===== config.mk =====
export PLATFORM = sky130hd
export DESIGN_NAME = irq_controller_n
export DESIGN_NICKNAME = d
export VERILOG_FILES = /design/src/rtl/irq_controller_n.sv
export SDC_FILE = /design/constraint.sdc
export NUM_CORES = 1
export LEC_CHECK = 0
export BUFFER_PORTS_ARGS = -buffer_cell sky130_fd_sc_hd__buf_2
export CAP_MARGIN = 20
export CORE_ASPECT_RATIO = 0.6
export CORE_MARGIN = 3
export CORE_UTILIZATION = 40
export CTS_CLUSTER_SIZE = 20
export DETAILED_ROUTE_END_ITERATION = 16
export GPL_ROUTABILITY_DRIVEN = 0
export PLACE_DENSITY = 0.57
export SLEW_MARGIN = 20
export SYNTH_ARGS = -nofsm -noshare
export SYNTH_HDL_FRONTEND = slang
export SYNTH_SLANG_ARGS = --single-unit

===== constraint.sdc =====
create_clock -name clk -period 2.6 [get_ports clk]
set_input_delay 0.39 -clock clk [delete_from_list [all_inputs] [get_ports clk]]
set_output_delay 0.39 -clock clk [all_outputs]
set_load 0.02 [all_outputs]

===== src/rtl/irq_controller_n.sv =====
// Interrupt controller for the 65C02 bus: N_IRQ active-low sources.
// Optional macro IRQ_SYNC_EN adds a 2-flop input synchroniser.
module irq_controller_n #(
  parameter int N_IRQ = 8
) (
  input  logic             clk,
  input  logic             resb,
  input  logic [7:0]       i_data,
  output logic [7:0]       o_data,
  input  logic             cs,
  input  logic             rwb,
  input  logic [2:0]       addr,
  input  logic [N_IRQ-1:0] irqb,
  output logic             irqb_master
);

  // Channels beyond N_IRQ are forced inactive so every bank
  // window can be sliced out of a uniform 32-bit vector.
  localparam logic [31:0] MASK =
    32'((64'd1 << N_IRQ) - 64'd1);

  logic [31:0] w_pin;
  logic [31:0] w_s;
  logic [31:0] r_irqb_d;
  logic [31:0] r_enable;
  logic [31:0] r_mode;
  logic [31:0] r_pend;
  logic [31:0] w_pend;
  logic [31:0] w_act;
  logic [31:0] w_raw;
  logic [31:0] w_set;
  logic [31:0] w_en_wr;
  logic [31:0] w_md_wr;
  logic [31:0] w_w1c;
  logic [31:0] w_eoi;
  logic [31:0] w_clr;
  logic [1:0]  r_bank;
  logic        r_gen;
  logic        r_master;
  logic        w_wr;
  logic [4:0]  w_base;
  logic [7:0]  w_vec;

  assign w_pin = ~MASK | 32'(irqb);

`ifdef IRQ_SYNC_EN
  logic [31:0] r_sync1;
  logic [31:0] r_sync2;

  // two-stage synchroniser on the request pins
  always_ff @(posedge clk) begin
    if (!resb) begin
      r_sync1 <= '1;
      r_sync2 <= '1;
    end else begin
      r_sync1 <= w_pin;
      r_sync2 <= r_sync1;
    end
  end

  assign w_s = r_sync2;
`else
  assign w_s = w_pin;
`endif

  assign w_wr   = cs & ~rwb;
  assign w_base = {r_bank, 3'b000};
  assign w_set  = r_irqb_d & ~w_s;
  assign w_raw  = ~w_s;
  assign w_pend = (r_mode & r_pend)
                | (~r_mode & ~w_s);
  assign w_act  = w_pend & r_enable;
  assign w_clr  = w_w1c | w_eoi;

  // merge CPU writes into the banked channel vectors
  always_comb begin
    w_en_wr = r_enable;
    w_md_wr = r_mode;
    w_w1c   = '0;
    w_eoi   = '0;
    if (w_wr && addr == 3'd2)
      w_en_wr[w_base +: 8] = i_data;
    if (w_wr && addr == 3'd3)
      w_md_wr[w_base +: 8] = i_data;
    if (w_wr && addr == 3'd4)
      w_w1c[w_base +: 8] = i_data;
    if (w_wr && addr == 3'd0)
      w_eoi = 32'd1 << i_data[4:0];
  end

  // previous sample for edge detect, reloaded even in reset
  always_ff @(posedge clk) begin
    r_irqb_d <= w_s;
  end

  // control registers, edge-latched pending and master output
  always_ff @(posedge clk) begin
    if (!resb) begin
      r_enable <= '0;
      r_mode   <= '0;
      r_pend   <= '0;
      r_bank   <= '0;
      r_gen    <= 1'b0;
      r_master <= 1'b1;
    end else begin
      r_enable <= w_en_wr & MASK;
      r_mode   <= w_md_wr & MASK;
      r_pend   <= w_md_wr & r_mode & MASK
                & (w_set | (r_pend & ~w_clr));
      if (w_wr && addr == 3'd1)
        r_bank <= i_data[1:0];
      if (w_wr && addr == 3'd6)
        r_gen <= i_data[0];
      r_master <= ~(r_gen & (|w_act));
    end
  end

  assign irqb_master = r_master;

  // lowest-index active channel wins the vector
  always_comb begin
    w_vec = 8'h80;
    for (int i = 31; i >= 0; i--) begin
      if (w_act[i])
        w_vec = {1'b0, 7'(i)};
    end
  end

  // register read mux
  always_comb begin
    o_data = 8'h00;
    case (addr)
      3'd0: o_data = w_vec;
      3'd1: o_data = {6'b0, r_bank};
      3'd2: o_data = r_enable[w_base +: 8];
      3'd3: o_data = r_mode[w_base +: 8];
      3'd4: o_data = w_pend[w_base +: 8];
      3'd5: o_data = w_raw[w_base +: 8];
      3'd6: o_data = {7'b0, r_gen};
      default: o_data = 8'h00;
    endcase
  end

endmodule


# After elaboration in Yosys (flattened, before gate mapping)

Index checks and enable logic that the tools add are counted.

Flip-flop bits (word level): 60
Bits of input ports: 23

Reductions and logical operators: 8
Multiplexer cells: 38
Shift operators: 7
Bitwise gates (word level): 18
Add/subtract/negate cells: 1
Eq/ne operators: 6

Operators with widths:

| cell                                                 | number |
|---|---|
| 2-to-1 mux 8 bit                                     | 33 |
| AND 32 bit                                           | 4 |
| variable part select 32 x 6 -> 8 bit                 | 4 |
| bitwise OR 32 bit                                    | 3 |
| AND 8 x 32 -> 32 bit                                 | 2 |
| bitwise mux 32 bit                                   | 2 |
| 2-to-1 mux 32 bit                                    | 2 |
| inverter 32 bit                                      | 2 |
| one-hot mux 8 bit (7 select lines)                   | 1 |
| AND 32 x 8 -> 32 bit                                 | 1 |
| inverter 8 -> 32 bit                                 | 1 |
| OR reduction 32 bit                                  | 1 |
| variable shift 8 x 7 -> 32 bit, first input constant | 1 |
| variable part select 8 x 7 -> 32 bit                 | 1 |
| left shift 1 x 5 -> 32 bit, first input constant     | 1 |
| == test 3 bit, second input constant                 | 3 |
| AND 8 bit                                            | 1 |
| negation 5 -> 7 bit                                  | 1 |
| == test 3 x 2 -> 1 bit, second input constant        | 2 |
| logical AND 1 bit                                    | 6 |
| == test 3 x 1 -> 1 bit, second input constant        | 1 |
| zero test 3 bit                                      | 1 |
| AND 1 bit                                            | 2 |
| inverter 1 bit                                       | 2 |

# Logic depth before layout (Yosys ltp)

Word-level depth: 37
Depth in mapped cells: 8
Depth with buffers taken out: 7

# Least setup slack after synthesis

Ideal clock, no wire load.

Kind: input -> output
From: input addr[1]
To: output o_data[3]
Cell stages on the path: 6
Path slack: 335 ps
Arrival: 1875 ps
Path buffers: 2
Data required time: 2210 ps
Cells stage by stage: buf_2 inv_1 ha_1 or2_2 buf_2 a211oi_1

Word-level cells in the longest chain between the ends: 2
Elaborated cells between the ends (all ways): 8
Those cells by class: 6 x eq/ne; 1 x mux; 1 x reduce/logical

RTL lines:

| what                                  | line | text |
|---|---|---|
| start: declaration                    | 12   | `input logic [2:0] addr,` |
| == test 3 bit (tied with other cells) | 132  | `case (addr)` |
| one-hot mux 8 bit (7 select lines) *  | 132  |  |
| end: declaration                      | 9    | `output logic [7:0] o_data,` |

Mark *: on every way between the ends. The rest lies on a longest branch, timed or not.

# Worst setup path in the final report

From: register r_mode[6]
To: output o_data[7]

Word-level cells in the longest chain between the ends: 12
Elaborated cells between the ends (all ways): 13
Those cells by class: 8 x mux; 5 x bitwise

RTL lines:

| what                                 | line | text |
|---|---|---|
| start: declaration                   | 26   | `logic [31:0] r_mode;` |
| start signal: assignment             | 107  | `r_mode <= w_md_wr & MASK;` |
| inverter 8 -> 32 bit                 | 71   | `\| (~r_mode & ~w_s);` |
| AND 32 bit                           | 71   |  |
| bitwise OR 32 bit *                  | 71   |  |
| AND 32 x 8 -> 32 bit *               | 72   | `assign w_act = w_pend & r_enable;` |
| 2-to-1 mux 8 bit * (7 in a row)      | 124  | `if (w_act[i])` |
| one-hot mux 8 bit (7 select lines) * | 132  |  |

Marked as above.

==> results.cfg <==
[run_status]
result_of_the_run = completed

[cells_and_area]
layout-area-overhead-vs-synth_pct = 15.54
antenna_diode_count = 0
fin_nets = 327
finish.utilization = 0.4861
share_of_post_route_cells_with_drive_strength_above_1 = 0.1894

[synthesis]
dominantRegCellSynth = dfxtp_1
synth.top_cell.area_share = 0.3339
ys_warn_count = 0
share_of_synthesized_area_occupied_by_flip_flops_and_latches = 0.3339
synth_area_per_cell_um2 = 8.114
synth-async-reset-ratio = 0
synth-seq-cells = 36
syn_inst = 266
synth_cell_type_count = 48
synth_edf_count = 0
synth_top_cells_by_area = dfxtp_1 33%, nand2_1 5.2%, and2_1 4.6%
most_area_hungry_cell_type_in_the_yosys_netlist = dfxtp_1
mappedNetlistNets = 293
synth_commonest_cells = 36 x dfxtp_1, 30 x nand2_1, 19 x a21oi_1
synthesis.area_um2 = 2158
synth_most_common_cell = dfxtp_1

[timing]
finalWorstSetupSlack_ns = 0.1293
final-setup-viol-count = 0
max_freq_ghz = 0.4048
final_min_period_over_clock_period = 0.9503
fin_crit_ns = 2.471
tns_ns = 0
fin_max_slew_vios = 0
timing_worst_slew_pin_value_ns = 0.5318
max-slew-margin-rel = 0.6439
timing.clock.skew_ns = 0.007985
final_hold_viol_count = 0
rsz0062_at_grt = no

[drt]
drt_first_pass_iters = 4
vias = 2062
wl_mm = 6.169
final_antenna_net_count = 0
remaining_drc_errors = 0
routedWlPerCell_um = 16.81
via_per_instance_ratio = 5.619
drt_first_iter_violations = 156

[clock_tree]
clock_latency_ns = 0.29
cts-htree-levels = 2
cts_buffers = 5
cts_hold_repair.buffers = 0
cts_root_buffer = clkbuf_8
cts_max_path_buffers = 2
postCtsSetupBuffers = 0
cts_tree = yes
ctsResizeCount = 0
cts_num_sinks = 36
clk_pin_slew_ns = 0.08

[floorplan]
die_h_um = 62.90
std_cell_rows = 20
die_w_um = 100.8
boundaryPins = 32
floorplan.initialDensity = 0.4207
core_um2 = 5130
dieArea_um2 = 6342

[global_routing]
antenna_violations_before_repair = 0
groute.usage.overall = 0.2046
grt_first_pass_wirelength_mm = 10.12
global_route.overflow_total = 0
grt_start_max_net_pins = 27
grt_pass1_vias = 1881

[placement]
placement.setup.worst_slack_ns = 0.1321
dp_hpwl_mm = 4.671
io_buffers = 31

[worst_setup_path]
required_ns = 2.21
start_kind = flip-flop
crit_path_max_fanout = 6
worstPathArrival_ns = 2.08
critical_path_class = reg -> out
worst_setup_path_end_kind = primary output
r2r_setup_slack_ns = 0.41

[power_and_ir_drop]
total_leakage_power_nw = 1.018
power.ir.vdd_worst_uv = 200.6
pwr_density_cell_nw_per_um2 = 493.7

[min_path]
hold_path_class = in -> reg

[flow_run]
cap_viol_max_count = 0
[final cells by class]
type	instances	area, µm²
tap	66	82.58
clock inverter	2	35.03
timing repair buffer	37	200.2
inverter	8	30.03
multi-input combinational	212	1353
clock buffer	6	72.57
sequential	36	720.7
fill	522	2636
[routing by layer]
metal  global-route usage  routed length, µm  vias to the layer above
li1                     -                  -                     1039
met1               0.3163               3147                      957
met2               0.2721               2470                       64
met3              0.07135                541                        2
met4              0.02857                 10                        0
met5                    0                  0                        -
[placed cells by master (no fill, tap or decap), types with 8 or more instances in the layout]
master and count:
a211oi_1 10, a21oi_1 19, nand2_1 30, nor2_1 16, o21ai_0 11, dfxtp_1 36, and2_1 16, buf_2 31
inv_1 8, nor2b_1 10, nand3_1 13, nand2b_1 12
[state kept, by name, summed over array words and instances (netlist names)]
name	flops
r_enable	8
r_irqb_d	8
r_mode	8
r_pend	8
r_bank	2
irqb_master	1
r_gen	1
[path summary, 6_finish.rpt]
| kind | from | endpoint | cells after the start |
|---|---|---|---|
| max | r_mode[6] | o_data[7] | 6 |
| min | irqb[0] | r_irqb_d[0] | 1 |
| max reg2reg | r_bank[0] | r_pend[6] | 7 |
| min reg2reg | r_irqb_d[7] | r_pend[7] | 2 |
[kinds of logic (layout without fill, tap and decap cells)]
logic type,Yosys count,after routing,share of synthesized area
simple gates,118,118,0.3101
compound gates,87,87,0.2771
mux,3,3,0.01391
buf+inv,18,53,0.04174
flops,36,36,0.3339
fa+ha+maj,4,4,0.02319
[through the flow]
stage                     hold WS (ns)  instances  instance area [µm²]  power (mW)
final                           0.2421        367                 2494       1.231
after global placement          0.4444        359                 2381      0.7527
after floorplan                 0.3971        266                 2158      0.6879
after CTS                       0.2409        367                 2489       1.240
after detailed placement        0.4474        359                 2381      0.7525
after global routing            0.2382        367                 2494       1.288
[critical path, cell delays in order, from the launching register on]
cell	delay [ns]
dfxtp_1	0.36
and2_1	0.15
o21ai_1	0.26
nand4_1	0.19
or4b_1	0.54
o21ai_1	0.11
buf_2	0.19
[power breakdown]
group / switching [mW] / internal, mW
Combinational: 0.111 / 0.0632
Sequential: 0.00631 / 0.561
Clock: 0.204 / 0.285
Total: 0.322 / 0.909
(Power assumes the default switching activity.)
